===== src/rtl/shift_register_pkg.sv =====
// Shared SPI datapath definitions: shift register operation encodings and
// the default datapath width used by the SPI controller.
package shift_register_pkg;

  localparam int SR_DEFAULT_WIDTH = 8;

  typedef enum logic [1:0] {
    SR_HOLD = 2'b00,
    SR_SHR  = 2'b01,
    SR_SHL  = 2'b10,
    SR_LOAD = 2'b11
  } sr_mode_e;

endpackage : shift_register_pkg


===== src/rtl/shift_register.sv =====
// Universal shift register for the SPI datapath: hold, shift right
// (LSB-first), shift left (MSB-first) and parallel load. The parallel view is
// gated by an active-low enable; the serial view always shows the bit that the
// next shift in the current direction would push out.
module shift_register
  import shift_register_pkg::*;
#(
  parameter int WIDTH = SR_DEFAULT_WIDTH  // must be >= 2
) (
  input  logic             i_clk,
  input  logic             i_rst,
  input  logic [1:0]       i_mode,
  input  logic             i_output_enable_n,
  input  logic [WIDTH-1:0] i_parallel,
  input  logic             i_serial,
  output logic [WIDTH-1:0] o_parallel,
  output logic             o_serial
);

  logic [WIDTH-1:0] data_q;

  // Register update: reset discards any in-flight word; one operation per edge.
  always_ff @(posedge i_clk or posedge i_rst) begin
    if (i_rst) begin
      data_q <= '0;
    end else begin
      case (i_mode)
        SR_HOLD: data_q <= data_q;
        SR_SHR:  data_q <= {i_serial, data_q[WIDTH-1:1]};
        SR_SHL:  data_q <= {data_q[WIDTH-2:0], i_serial};
        SR_LOAD: data_q <= i_parallel;
        default: data_q <= data_q;
      endcase
    end
  end

  // Parallel view is gated; the register itself is unaffected by the enable.
  assign o_parallel = i_output_enable_n ? '0 : data_q;

  // Serial view follows the shift direction; hold and load present bit 0.
  assign o_serial = (i_mode == SR_SHL) ? data_q[WIDTH-1] : data_q[0];

endmodule : shift_register


===== config.mk =====
export PLATFORM = sky130hd
export DESIGN_NAME = shift_register
export DESIGN_NICKNAME = d
export VERILOG_FILES = /design/src/rtl/shift_register_pkg.sv /design/src/rtl/shift_register.sv
export SDC_FILE = /design/constraint.sdc
export NUM_CORES = 1
export LEC_CHECK = 0
export ABC_AREA = 1
export BUFFER_PORTS_ARGS = -buffer_cell sky130_fd_sc_hd__buf_2
export CORE_AREA = 2 2 39 41
export DETAILED_ROUTE_END_ITERATION = 16
export DIE_AREA = 0 0 41 43
export HOLD_SLACK_MARGIN = 0.06
export PLACE_DENSITY = 0.74
export SYNTH_ARGS = -nofsm -noshare
export SYNTH_HDL_FRONTEND = slang
export SYNTH_SLANG_ARGS = --single-unit

===== constraint.sdc =====
create_clock -name i_clk -period 1 [get_ports i_clk]
set_clock_uncertainty 0.2 [all_clocks]
set_input_delay 0.05 -clock i_clk [delete_from_list [all_inputs] [get_ports i_clk]]
set_output_delay 0.05 -clock i_clk [all_outputs]
set_load 0.01 [all_outputs]

# Word level (Yosys, flattened, before mapping)
# Cells that the tools add are included.
[totals]
regBits = 8
latch_bits = 0
ram_bits = 0
rom_bits = 0
output_inout_bits = 9
word_cells = 8
n_memories = 0
[classes]
add_sub_neg = 0
n_mul = 0
n_div = 0
n_lt_le_gt_ge = 0
eq_ne = 3
shift = 0
mux = 3
bitwise_logic = 0
n_reduce_logical = 1
[ops]
columns = ["op", "n"]
rows = [
  ["case mux 8 bit (3 select lines)", 1],
  ["2-to-1 mux 8 bit", 1],
  ["equality test 2 bit (second input constant)", 2],
  ["equality test 2 x 1 -> 1 bit (second input constant)", 1],
  ["logical NOT 2 bit", 1],
  ["2-to-1 mux 1 bit", 1],
]

# Logic depth before layout (Yosys ltp)
# Gate-level depths: netlist of the first run.
[depth]
word_depth = 2
mapped_depth = 6

# Worst setup path before layout of the first run
# OpenSTA, ideal clock, no wires.
[synth_timing]
kind = "register -> register"
from = "reg data_q[4]"
to = "reg data_q[5]"
arrival_ps = 610
required_ps = 683
setup_slack_ps = 73
path_stages_with_launch = 5
cell_sequence = "dfrtp_1 > nand2_1 > nand2_1 > nor2_1 > nor2_1"
[synth_via]
elab_chain_len = 1
[synth_lines]
columns = ["element", "line_no", "text"]
rows = [
  ["from (decl)", "shift_register.sv:20", "logic [WIDTH-1:0] data_q;"],
  ["from (signal assigned)", "shift_register.sv:28", "SR_HOLD: data_q <= data_q;"],
  ["from (signal assigned)", "shift_register.sv:29", "SR_SHR: data_q <= {i_serial, data_q[WIDTH-1:1]};"],
  ["from (signal assigned)", "shift_register.sv:30", "SR_SHL: data_q <= {data_q[WIDTH-2:0], i_serial};"],
  ["case mux 8 bit (3 select lines)", "shift_register.sv:27", "case (i_mode)"],
]
# No other way between the ends.
# A chain may end at the register's enable or synchronous reset.

# Final worst setup path of the first run
# Ends and elaborated chain as after synthesis.

==> results of run 1 <==
## final cells by class
class / instances / area, um2
fillers: 117 / 444
multi-input cells: 68 / 378
repair buffers: 40 / 270
flip-flops and latches: 8 / 200
inverters: 13 / 48.8
clock buffers: 3 / 22.5
well taps: 16 / 20.0
## cell usage after synthesis (all sizes together)
master	instances
buf	3
inv	13
nand3	18
clkbuf	1
nand2	28
o21ai	1
nor2	18
dfrtp	8
a21oi	3
## path summary, 6_finish.rpt
path	start	end	cells after the start
min in group asynchronous	i_rst	data_q[3]	3
max in group asynchronous	i_rst	data_q[7]	3
max reg2reg	data_q[4]	data_q[5]	5
max	data_q[4]	data_q[5]	5
min reg2reg	data_q[4]	data_q[4]	2
min	i_parallel[6]	data_q[6]	5
## kinds of logic after synthesis
| family | share of synthesized area |
|---|---|
| AND/OR/NAND/NOR | 0.469 |
| buffers and inverters | 0.150 |
| AO/OA/AOI/OAI | 0.0347 |
| flip-flops | 0.347 |
## timing repair
item,in CTS,in global routing
resized for setup,6,26
setup endpoints to repair,11,17
pin swaps,6,16
hold endpoints to repair,16,7
setup buffers,9,2
## placed cells by master, fill, tap and decap left out
master	synthesis	routed
sky130_fd_sc_hd__buf_6	3	6
sky130_fd_sc_hd__nor2_2	0	3
sky130_fd_sc_hd__inv_1	13	11
sky130_fd_sc_hd__a21oi_2	0	1
sky130_fd_sc_hd__o21ai_1	0	1
sky130_fd_sc_hd__dlygate4sd3_1	0	1
sky130_fd_sc_hd__a21oi_4	0	1
sky130_fd_sc_hd__dfrtp_1	8	8
sky130_fd_sc_hd__nand2_2	0	8
sky130_fd_sc_hd__a21oi_1	3	1
sky130_fd_sc_hd__inv_2	0	2
sky130_fd_sc_hd__nand3_2	0	9
sky130_fd_sc_hd__nand2_1	28	20
sky130_fd_sc_hd__nor2_1	17	14
sky130_fd_sc_hd__nand3_1	18	9
sky130_fd_sc_hd__buf_2	0	22
sky130_fd_sc_hd__nor2_4	1	1
sky130_fd_sc_hd__buf_4	0	11
sky130_fd_sc_hd__clkbuf_4	0	3
## critical path: stages (launching register included)
cell,delay (ns)
sky130_fd_sc_hd__dfrtp_1,0.41
sky130_fd_sc_hd__buf_4,0.15
sky130_fd_sc_hd__nand2_1,0.08
sky130_fd_sc_hd__nand2_1,0.09
sky130_fd_sc_hd__nor2_2,0.12
sky130_fd_sc_hd__nor2_1,0.05
## routing by layer
metal	GRT usage	part of all wire	vias to the layer above
li1	-	-	369
met1	0.239	0.38	348
met2	0.363	0.56	29
met3	0.0262	0.051	2
met4	0.107	0.0056	0
met5	0	0	-
## metrics by stage
stage                     instances  total power [uW]  utilization  hold WS, ns  TNS [ns]
final                           148              1160        0.679      -0.0398     -2.15
after global routing            148              1230        0.679      -0.0223     -2.91
after floorplan                  93               603            -       -0.334         0
after global placement          133               704        0.516       -0.200   -0.0123
after detailed placement        133               712        0.516       -0.199   -0.0613
after CTS                       146              1050        0.597      -0.0456     -1.65
## power by group
part	internal, uW	switching (uW)
clock	136	91.5
sequential	373	45.9
combinational	248	261
total	757	398
==> run_summary.xml, run 1 <==
<?xml version="1.0" encoding="UTF-8"?>
<metrics>
  <group name="sta">
    <metric name="worst_tran_pin_value" unit="ns">0.337</metric>
    <metric name="report.final.hold_viol_count" unit="">5</metric>
    <metric name="timing.hold.ws" unit="ns">-0.0398</metric>
    <metric name="rsz0062_at_grt" unit="">true</metric>
    <metric name="fmax" unit="MHz">832</metric>
    <metric name="setup_violations" unit="">16</metric>
    <metric name="min_period" unit="ns">1.20</metric>
    <metric name="slew_violations" unit="">0</metric>
    <metric name="maxSlewHeadroom" unit="">0.775</metric>
    <metric name="layout_setup_ws" unit="ns">-0.201</metric>
    <metric name="fin_crit_sh" unit="">1.20</metric>
  </group>
  <group name="cells_and_area">
    <metric name="final_net_count" unit="">148</metric>
    <metric name="max_flop_register" unit="">data_q</metric>
    <metric name="areaGrowthSynthToFinish" unit="%">62.9</metric>
    <metric name="n_antenna_cell" unit="">0</metric>
    <metric name="reg.largest.list" unit="">data_q x8</metric>
    <metric name="drive_above_1_share" unit="">0.508</metric>
    <metric name="final_area" unit="um2">940</metric>
    <metric name="largest_register_ffs" unit="">8</metric>
  </group>
  <group name="setup_path">
    <metric name="worst-endpoint-required" unit="ns">0.94</metric>
    <metric name="worst-endpoint-arrival" unit="ns">1.14</metric>
    <metric name="kind_of_end_point_of_the_critical_path" unit="">flop</metric>
    <metric name="type_of_the_setup_path_with_the_least_slack" unit="">flop to flop</metric>
    <metric name="critical_path.startpoint_type" unit="">flop</metric>
    <metric name="timing.reg2reg.setup_slack" unit="ns">-0.20</metric>
    <metric name="crit_fanout" unit="">4</metric>
  </group>
  <group name="power">
    <metric name="total_leakage_power" unit="uW">0.000543</metric>
    <metric name="ir_worst_vdd" unit="V">0.000833</metric>
    <metric name="power_density" unit="nW/um2">1230</metric>
  </group>
  <group name="place">
    <metric name="buffer_ports.inserted" unit="">22</metric>
    <metric name="total_placed_instance_area" unit="um2">714</metric>
    <metric name="place_hpwl" unit="um">1110</metric>
    <metric name="placer_congestion" unit="">0.760</metric>
    <metric name="preCtsSetupSlack" unit="ns">-0.0298</metric>
  </group>
  <group name="synth">
    <metric name="synth_area_per_cell" unit="um2">6.20</metric>
    <metric name="ys_top_cells_by_area" unit="">sky130_fd_sc_hd__dfrtp_1 (35%), sky130_fd_sc_hd__nand2_1 (18%), sky130_fd_sc_hd__nand3_1 (16%)</metric>
    <metric name="synthesis.nets" unit="">107</metric>
    <metric name="yosys.area.top_type" unit="">sky130_fd_sc_hd__dfrtp_1</metric>
    <metric name="synth.lib_cells_used.distinct" unit="">10</metric>
    <metric name="netlist_area" unit="um2">577</metric>
    <metric name="number_of_standard_cells_after_synthesis" unit="">93</metric>
    <metric name="synth_top_area_share" unit="">0.347</metric>
    <metric name="yosys_warnings" unit="">0</metric>
    <metric name="share_of_synthesized_area_occupied_by_flip_flops_and_latches" unit="">0.347</metric>
    <metric name="synth_seq_cells" unit="">8</metric>
  </group>
  <group name="grt">
    <metric name="grt_overflow_total" unit="">0</metric>
    <metric name="initial_antenna_violation_count" unit="">0</metric>
    <metric name="grt_first_pass_wirelength" unit="um">2550</metric>
    <metric name="maximum_number_of_pins_on_one_net_before_global_route_repair" unit="">9</metric>
    <metric name="grt_use_total" unit="">0.212</metric>
    <metric name="grt_pass1_vias" unit="">644</metric>
  </group>
  <group name="detailed_routing">
    <metric name="drt-initial-drc-count" unit="">14</metric>
    <metric name="dr.pass1.iters" unit="">4</metric>
    <metric name="routed_via_count_divided_by_cell_count" unit="">5.05</metric>
    <metric name="post-route-drc-count" unit="">0</metric>
    <metric name="vias" unit="">748</metric>
    <metric name="routed_wirelength" unit="um">1970</metric>
    <metric name="wire_per_inst" unit="um">13.3</metric>
    <metric name="drt.antenna.violating_nets" unit="">0</metric>
  </group>
  <group name="floorplan">
    <metric name="floorplan.die_area" unit="um2">1760</metric>
    <metric name="num_rows" unit="">14</metric>
    <metric name="die-width" unit="um">41</metric>
    <metric name="floorplan.initialDensity" unit="">0.417</metric>
    <metric name="fp.coreArea" unit="um2">1380</metric>
    <metric name="ioPinCount" unit="">23</metric>
    <metric name="die_height" unit="um">43</metric>
  </group>
  <group name="cts">
    <metric name="clock_path_buffers" unit="">2</metric>
    <metric name="cts.reportedPaths.clkPinSlew" unit="ns">0.05</metric>
    <metric name="cts_buffers" unit="">3</metric>
    <metric name="clock_latency" unit="ns">0.24</metric>
    <metric name="clkSinkCount" unit="">8</metric>
    <metric name="cts.htree.levels" unit="">1</metric>
    <metric name="cts-hold-fix-buffers" unit="">1</metric>
    <metric name="clock_tree_from_tritoncts" unit="">done</metric>
    <metric name="clock_tree.root_cell" unit="">sky130_fd_sc_hd__clkbuf_4</metric>
  </group>
  <group name="worst_hold_path">
    <metric name="worstHoldPathType" unit="">primary input to flop</metric>
  </group>
  <group name="outcome">
    <metric name="failing_checks" unit="">negative hold slack, negative setup slack</metric>
    <metric name="run_status" unit="">finished with violations</metric>
  </group>
  <group name="flow_run">
    <metric name="drv_cap" unit="">0</metric>
  </group>
</metrics>
Power figures use the tool's default switching activity.
==> inputs of run 2 (changes only) <==
--- a/config.mk
+++ b/config.mk
@@ -7,11 +7,14 @@
 export LEC_CHECK = 0
 export ABC_AREA = 1
 export BUFFER_PORTS_ARGS = -buffer_cell sky130_fd_sc_hd__buf_2
-export CORE_AREA = 2 2 39 41
+export CELL_PAD_IN_SITES_DETAIL_PLACEMENT = 2
+export CELL_PAD_IN_SITES_GLOBAL_PLACEMENT = 2
+export CORE_UTILIZATION = 22
 export DETAILED_ROUTE_END_ITERATION = 16
-export DIE_AREA = 0 0 41 43
 export HOLD_SLACK_MARGIN = 0.06
-export PLACE_DENSITY = 0.74
+export PLACE_DENSITY = 0.75
+export REMOVE_ABC_BUFFERS = 1
+export SKIP_LAST_GASP = 1
 export SYNTH_ARGS = -nofsm -noshare
 export SYNTH_HDL_FRONTEND = slang
 export SYNTH_SLANG_ARGS = --single-unit
==> run 2 against run 1 <==
  * The flow still finishes with violations (negative hold slack, negative setup slack)
  * Via count grew 0.94%
  * Critical path depth fell by 2
  * Largest cell class unchanged
  * Critical path type is now flop to output pin
  * First-iteration DRC count fell by 71%
  * Clock-buffer cell count unchanged
==> run_summary.xml, run 2 (synthesis gave the netlist of run 1 again) <==
<?xml version="1.0" encoding="UTF-8"?>
<metrics>
  <group name="cells_and_area">
    <metric name="fill_cell_total_of_the_finished_layout" unit="">316</metric>
    <metric name="areaGrowthSynthToFinish" unit="%">57.0</metric>
    <metric name="reg.largest.list" unit="">data_q x8</metric>
    <metric name="n_antenna_cell" unit="">0</metric>
    <metric name="layoutNonFillerInstCount" unit="">162</metric>
    <metric name="max_flop_register" unit="">data_q</metric>
    <metric name="most_common_cell_after_layout_fill_and_taps_aside" unit="">sky130_fd_sc_hd__nand2_1</metric>
    <metric name="drive_above_1_share" unit="">0.394</metric>
    <metric name="final_net_count" unit="">148</metric>
    <metric name="commonest_non_fill_non_tap_cells_in_the_layout" unit="">sky130_fd_sc_hd__nand2_1 (25), sky130_fd_sc_hd__buf_2 (22), sky130_fd_sc_hd__nand3_1 (17)</metric>
    <metric name="final_area" unit="um2">906</metric>
    <metric name="largest_register_ffs" unit="">8</metric>
  </group>
  <group name="power">
    <metric name="total_leakage_power" unit="uW">0.000521</metric>
    <metric name="power.share.switching" unit="">0.345</metric>
    <metric name="total_power" unit="uW">1130</metric>
    <metric name="p_comb_frac" unit="">0.411</metric>
    <metric name="ir_worst_vdd" unit="V">0.000499</metric>
    <metric name="internal_power" unit="uW">737</metric>
    <metric name="power_density" unit="nW/um2">1240</metric>
    <metric name="p_switching" unit="uW">388</metric>
    <metric name="clkPwrFrac" unit="">0.224</metric>
    <metric name="sequentialPowerShare" unit="">0.364</metric>
  </group>
  <group name="place">
    <metric name="total_placed_instance_area" unit="um2">744</metric>
    <metric name="placed_cells_incl_taps" unit="">147</metric>
    <metric name="buffer_ports.inserted" unit="">22</metric>
    <metric name="placer_congestion" unit="">0.741</metric>
    <metric name="preCtsSetupSlack" unit="ns">-0.0999</metric>
    <metric name="place_hpwl" unit="um">1500</metric>
  </group>
  <group name="cts">
    <metric name="cts.htree.levels" unit="">1</metric>
    <metric name="clock_path_buffers" unit="">2</metric>
    <metric name="clock_latency" unit="ns">0.26</metric>
    <metric name="cts_buffers" unit="">3</metric>
    <metric name="clock_tree.root_cell" unit="">sky130_fd_sc_hd__clkbuf_4</metric>
    <metric name="cts-hold-fix-buffers" unit="">3</metric>
    <metric name="clkSinkCount" unit="">8</metric>
    <metric name="clock_tree_from_tritoncts" unit="">done</metric>
    <metric name="cts.reportedPaths.clkPinSlew" unit="ns">0.06</metric>
  </group>
  <group name="floorplan">
    <metric name="floorplan.initialDensity" unit="">0.233</metric>
    <metric name="fp.coreArea" unit="um2">2480</metric>
    <metric name="num_rows" unit="">18</metric>
    <metric name="ioPinCount" unit="">23</metric>
    <metric name="floorplan.die_area" unit="um2">2830</metric>
    <metric name="die_height" unit="um">53.2</metric>
    <metric name="die-width" unit="um">53.2</metric>
  </group>
  <group name="grt">
    <metric name="grt_overflow_total" unit="">0</metric>
    <metric name="maximum_number_of_pins_on_one_net_before_global_route_repair" unit="">10</metric>
    <metric name="grt_use_total" unit="">0.191</metric>
    <metric name="grt_first_pass_wirelength" unit="um">3780</metric>
    <metric name="grt_pass1_vias" unit="">781</metric>
    <metric name="initial_antenna_violation_count" unit="">0</metric>
  </group>
  <group name="sta">
    <metric name="setup_violations" unit="">17</metric>
    <metric name="rsz0062_at_grt" unit="">true</metric>
    <metric name="worst_tran_pin_value" unit="ns">0.339</metric>
    <metric name="slew_violations" unit="">0</metric>
    <metric name="fmax" unit="MHz">848</metric>
    <metric name="timing.hold.ws" unit="ns">-0.0640</metric>
    <metric name="report.final.hold_viol_count" unit="">5</metric>
    <metric name="layout_setup_ws" unit="ns">-0.179</metric>
    <metric name="fin_crit_sh" unit="">1.18</metric>
    <metric name="min_period" unit="ns">1.18</metric>
    <metric name="maxSlewHeadroom" unit="">0.774</metric>
  </group>
  <group name="setup_path">
    <metric name="worst-endpoint-required" unit="ns">0.75</metric>
    <metric name="crit_fanout" unit="">4</metric>
    <metric name="worst-endpoint-arrival" unit="ns">0.93</metric>
    <metric name="type_of_the_setup_path_with_the_least_slack" unit="">flop to output pin</metric>
    <metric name="critical_path.startpoint_type" unit="">flop</metric>
    <metric name="kind_of_end_point_of_the_critical_path" unit="">output pin</metric>
  </group>
  <group name="outcome">
    <metric name="run_status" unit="">finished with violations</metric>
    <metric name="failing_checks" unit="">negative hold slack, negative setup slack</metric>
  </group>
  <group name="worst_hold_path">
    <metric name="worstHoldPathType" unit="">primary input to flop</metric>
  </group>
  <group name="detailed_routing">
    <metric name="dr.pass1.iters" unit="">4</metric>
    <metric name="vias" unit="">755</metric>
    <metric name="drt-initial-drc-count" unit="">4</metric>
    <metric name="routed_via_count_divided_by_cell_count" unit="">4.66</metric>
    <metric name="post-route-drc-count" unit="">0</metric>
    <metric name="routed_wirelength" unit="um">2310</metric>
    <metric name="wire_per_inst" unit="um">14.3</metric>
    <metric name="drt.antenna.violating_nets" unit="">0</metric>
  </group>
  <group name="flow_run">
    <metric name="drv_cap" unit="">0</metric>
  </group>
</metrics>
## run 2: changes by cell type in the layout (fill, tap and decap cells not counted), moves of 2 or more
cell                            previous run  this run
sky130_fd_sc_hd__nand3_2                   9         1
sky130_fd_sc_hd__nand3_1                   9        17
sky130_fd_sc_hd__nand2_1                  20        25
sky130_fd_sc_hd__buf_4                    11         9
sky130_fd_sc_hd__a21oi_1                   1         3
sky130_fd_sc_hd__dlygate4sd3_1             1         3
sky130_fd_sc_hd__nand2_2                   8         3
## run 2: routing by layer
layer	global-route usage	routed length, um	vias up	share of wire
met5	0	0	-	0
met4	0.0526	25	0	0.011
met3	0.0259	73	2	0.032
met2	0.340	1250	18	0.54
met1	0.234	963	371	0.42
li1	-	-	364	-
## run 2: path summary, 6_finish.rpt
kind | start | endpoint | slack (ns) | cells after the start
max reg2reg | data_q[1] | data_q[2] | -0.14 | 5
min | i_parallel[7] | data_q[7] | -0.06 | 5
max in group asynchronous | i_rst | data_q[2] | 0.26 | 3
min in group asynchronous | i_rst | data_q[6] | 0.09 | 3
max | data_q[0] | o_serial | -0.18 | 3
min reg2reg | data_q[0] | data_q[0] | 0.38 | 2
## run 2: repair_timing
item / in CTS / in global routing
setup buffers: 8 / 1
setup endpoints to repair: 14 / 17
endpoints found under the hold margin: 16 / 7
pin swaps: 5 / 6
cloned: 0 / 0
resized for setup: 8 / 9
## run 2: area by class of cell
cell class / instances / area, um2 / share of cell area
Timing Repair Buffer: 40 / 284 / 0.314
Sequential cell: 8 / 200 / 0.221
Tap cell: 30 / 37.5 / 0.0414
Inverter: 13 / 48.8 / 0.0539
Clock buffer: 3 / 22.5 / 0.0249
Multi-Input combinational cell: 68 / 313 / 0.345
## run 2: stage by stage
step | setup TNS (ns) | util
5_1_grt | -2.87 | 0.366
4_1_cts | -1.88 | 0.354
3_3_place_gp | -0.0765 | 0.301
6_report | -1.89 | 0.366
2_1_floorplan | 0 | -
3_5_place_dp | -0.294 | 0.301
## run 2: power by group through the flow
stage | Sequential, uW | Combinational, uW | Clock (uW)
floorplan | 411 | 164 | 0
global placement | 427 | 297 | 0
detailed placement | 428 | 308 | 0
CTS | 404 | 431 | 263
global route | 415 | 519 | 280
finish | 410 | 463 | 252
## run 2: critical path, cell delays in order (launching register included)
cell and delay (ns):
sky130_fd_sc_hd__dfrtp_1 0.41, sky130_fd_sc_hd__nand2_1 0.07, sky130_fd_sc_hd__o21ai_1 0.06, sky130_fd_sc_hd__buf_2 0.14
==> inputs of run 3 (changes only) <==
--- a/config.mk
+++ b/config.mk
@@ -6,7 +6,7 @@
 export NUM_CORES = 1
 export LEC_CHECK = 0
 export ABC_AREA = 1
-export BUFFER_PORTS_ARGS = -buffer_cell sky130_fd_sc_hd__buf_2
+export BUFFER_PORTS_ARGS = -buffer_cell sky130_fd_sc_hd__buf_4
 export CELL_PAD_IN_SITES_DETAIL_PLACEMENT = 2
 export CELL_PAD_IN_SITES_GLOBAL_PLACEMENT = 2
 export CORE_UTILIZATION = 22
==> run 3 against run 2 <==
  * The run still ends with negative hold slack, negative setup slack left
  * Sequential power up 1%
  * Die area is the same
  * Clock power is 4% higher
  * Clock-buffer cell count stayed put
  * Critical path type unchanged
  * Worst setup slack got worse by 0.042 ns
  * First-iteration DRC count stayed put
==> run_summary.xml, run 3 (synthesis gave the netlist of run 1 again) <==
<?xml version="1.0" encoding="UTF-8"?>
<metrics>
  <group name="outcome">
    <metric name="run_status" unit="">finished with violations</metric>
    <metric name="failing_checks" unit="">negative hold slack, negative setup slack</metric>
  </group>
  <group name="power">
    <metric name="ir_worst_vdd" unit="V">0.000556</metric>
    <metric name="power_density" unit="nW/um2">1190</metric>
    <metric name="total_leakage_power" unit="uW">0.000581</metric>
    <metric name="total_power" unit="uW">1260</metric>
  </group>
  <group name="detailed_routing">
    <metric name="dr.pass1.iters" unit="">2</metric>
    <metric name="routed_wirelength" unit="um">2580</metric>
    <metric name="drt.antenna.violating_nets" unit="">0</metric>
    <metric name="wire_per_inst" unit="um">15.6</metric>
    <metric name="post-route-drc-count" unit="">0</metric>
    <metric name="drt-initial-drc-count" unit="">4</metric>
    <metric name="routed_via_count_divided_by_cell_count" unit="">4.63</metric>
    <metric name="vias" unit="">769</metric>
  </group>
  <group name="worst_hold_path">
    <metric name="worstHoldPathType" unit="">primary input to flop</metric>
  </group>
  <group name="floorplan">
    <metric name="num_rows" unit="">18</metric>
    <metric name="fp.coreArea" unit="um2">2480</metric>
    <metric name="die_height" unit="um">53.2</metric>
    <metric name="floorplan.initialDensity" unit="">0.233</metric>
    <metric name="ioPinCount" unit="">23</metric>
    <metric name="die-width" unit="um">53.2</metric>
    <metric name="floorplan.die_area" unit="um2">2830</metric>
  </group>
  <group name="grt">
    <metric name="grt_first_pass_wirelength" unit="um">3930</metric>
    <metric name="grt_pass1_vias" unit="">807</metric>
    <metric name="grt_use_total" unit="">0.200</metric>
    <metric name="grt_overflow_total" unit="">0</metric>
    <metric name="initial_antenna_violation_count" unit="">0</metric>
    <metric name="maximum_number_of_pins_on_one_net_before_global_route_repair" unit="">9</metric>
  </group>
  <group name="cells_and_area">
    <metric name="drive_above_1_share" unit="">0.515</metric>
    <metric name="fill_cell_total_of_the_finished_layout" unit="">302</metric>
    <metric name="reg.largest.list" unit="">data_q x8</metric>
    <metric name="areaGrowthSynthToFinish" unit="%">83.7</metric>
    <metric name="n_antenna_cell" unit="">0</metric>
    <metric name="commonest_non_fill_non_tap_cells_in_the_layout" unit="">sky130_fd_sc_hd__buf_4 (35), sky130_fd_sc_hd__nand2_1 (20), sky130_fd_sc_hd__nor2_1 (15)</metric>
    <metric name="final_net_count" unit="">152</metric>
    <metric name="final_area" unit="um2">1060</metric>
    <metric name="largest_register_ffs" unit="">8</metric>
    <metric name="most_common_cell_after_layout_fill_and_taps_aside" unit="">sky130_fd_sc_hd__buf_4</metric>
    <metric name="max_flop_register" unit="">data_q</metric>
  </group>
  <group name="cts">
    <metric name="clock_latency" unit="ns">0.25</metric>
    <metric name="clkSinkCount" unit="">8</metric>
    <metric name="clock_tree_from_tritoncts" unit="">done</metric>
    <metric name="clock_path_buffers" unit="">2</metric>
    <metric name="clock_tree.root_cell" unit="">sky130_fd_sc_hd__clkbuf_4</metric>
    <metric name="cts-hold-fix-buffers" unit="">1</metric>
    <metric name="cts.htree.levels" unit="">1</metric>
    <metric name="cts_buffers" unit="">3</metric>
    <metric name="cts.reportedPaths.clkPinSlew" unit="ns">0.06</metric>
  </group>
  <group name="sta">
    <metric name="min_period" unit="ns">1.22</metric>
    <metric name="setup_violations" unit="">17</metric>
    <metric name="fin_crit_sh" unit="">1.22</metric>
    <metric name="setup_tns" unit="ns">-2.21</metric>
    <metric name="rsz0062_at_grt" unit="">true</metric>
    <metric name="worst_tran_pin_value" unit="ns">0.358</metric>
    <metric name="timing.hold.ws" unit="ns">-0.0640</metric>
    <metric name="fmax" unit="MHz">819</metric>
    <metric name="layout_setup_ws" unit="ns">-0.221</metric>
    <metric name="slew_violations" unit="">0</metric>
    <metric name="report.final.hold_viol_count" unit="">5</metric>
    <metric name="maxSlewHeadroom" unit="">0.761</metric>
  </group>
  <group name="setup_path">
    <metric name="critical_path.startpoint_type" unit="">flop</metric>
    <metric name="path_cells" unit="">inv_2 -&gt; o21ai_1 -&gt; buf_4</metric>
    <metric name="crit_fanout" unit="">2</metric>
    <metric name="kind_of_end_point_of_the_critical_path" unit="">output pin</metric>
    <metric name="crit_slowest_cell" unit="">sky130_fd_sc_hd__dfrtp_1</metric>
    <metric name="critPathBufInv" unit="">2</metric>
    <metric name="worst-endpoint-arrival" unit="ns">0.97</metric>
    <metric name="type_of_the_setup_path_with_the_least_slack" unit="">flop to output pin</metric>
    <metric name="worst_path_largest_cell_delay" unit="ns">0.37</metric>
    <metric name="critPathTopFamily" unit="">flip-flops</metric>
    <metric name="worst-endpoint-required" unit="ns">0.75</metric>
  </group>
  <group name="place">
    <metric name="buffer_ports.inserted" unit="">22</metric>
    <metric name="placer_congestion" unit="">0.747</metric>
    <metric name="place_hpwl" unit="um">1620</metric>
    <metric name="total_placed_instance_area" unit="um2">810</metric>
  </group>
  <group name="flow_run">
    <metric name="drv_cap" unit="">0</metric>
  </group>
</metrics>
-- run 3: cell type report --
cell class / count / area, um2 / area share
multi-input cells: 68 / 388 / 0.366
repair buffers: 44 / 363 / 0.342
flip-flops and latches: 8 / 200 / 0.189
inverters: 13 / 48.8 / 0.0460
well taps: 30 / 37.5 / 0.0354
clock buffers: 3 / 22.5 / 0.0213
-- run 3: through the flow --
stage                     setup WS, ns  utilization  cells
after global routing            -0.264        0.428    166
after detailed placement       -0.0407        0.327    150
after global placement         0.00188        0.327    150
final                           -0.221        0.428    166
after floorplan                 0.0731            -     89
after CTS                       -0.221        0.397    164
-- run 3: where the power goes --
group | total, uW | switching [uW] | internal (uW)
logic | 587 | 284 | 303
clock network | 263 | 124 | 138
registers | 415 | 43.2 | 372
total | 1260 | 452 | 813
-- run 3: worst paths after layout --
path / start / to / slack, ns / cells after the start
worst max register to register: data_q[0] / data_q[1] / -0.19 / 6
min in group asynchronous: i_rst / data_q[4] / 0.12 / 3
worst min-delay path: i_serial / data_q[7] / -0.06 / 5
max in group asynchronous: i_rst / data_q[3] / 0.22 / 3
worst min register to register: data_q[7] / data_q[7] / 0.40 / 3
worst max-delay path: data_q[7] / o_serial / -0.22 / 3
-- run 3: routing by layer --
metal  vias up  track usage  share of wire
li1        371            -              -
met1       382        0.221           0.41
met2        16        0.402           0.57
met3         0       0.0259          0.024
met4         0       0.0263              0
met5         -            0              0
-- run 3: tightest hold or removal path, delay by kind of cell --
kind	cells	cell delay, ns
simple gates	4	0.23
buf+inv	1	0.08
-- run 3: repair_timing --
| item | 4_1_cts | 5_1_grt |
|---|---|---|
| hold endpoints to repair | 16 | 6 |
| cloned | 0 | 0 |
| gates resized for setup | 18 | 18 |
| pin swaps | 18 | 9 |
| setup buffers | 10 | 2 |
| setup endpoints to repair | 15 | 17 |
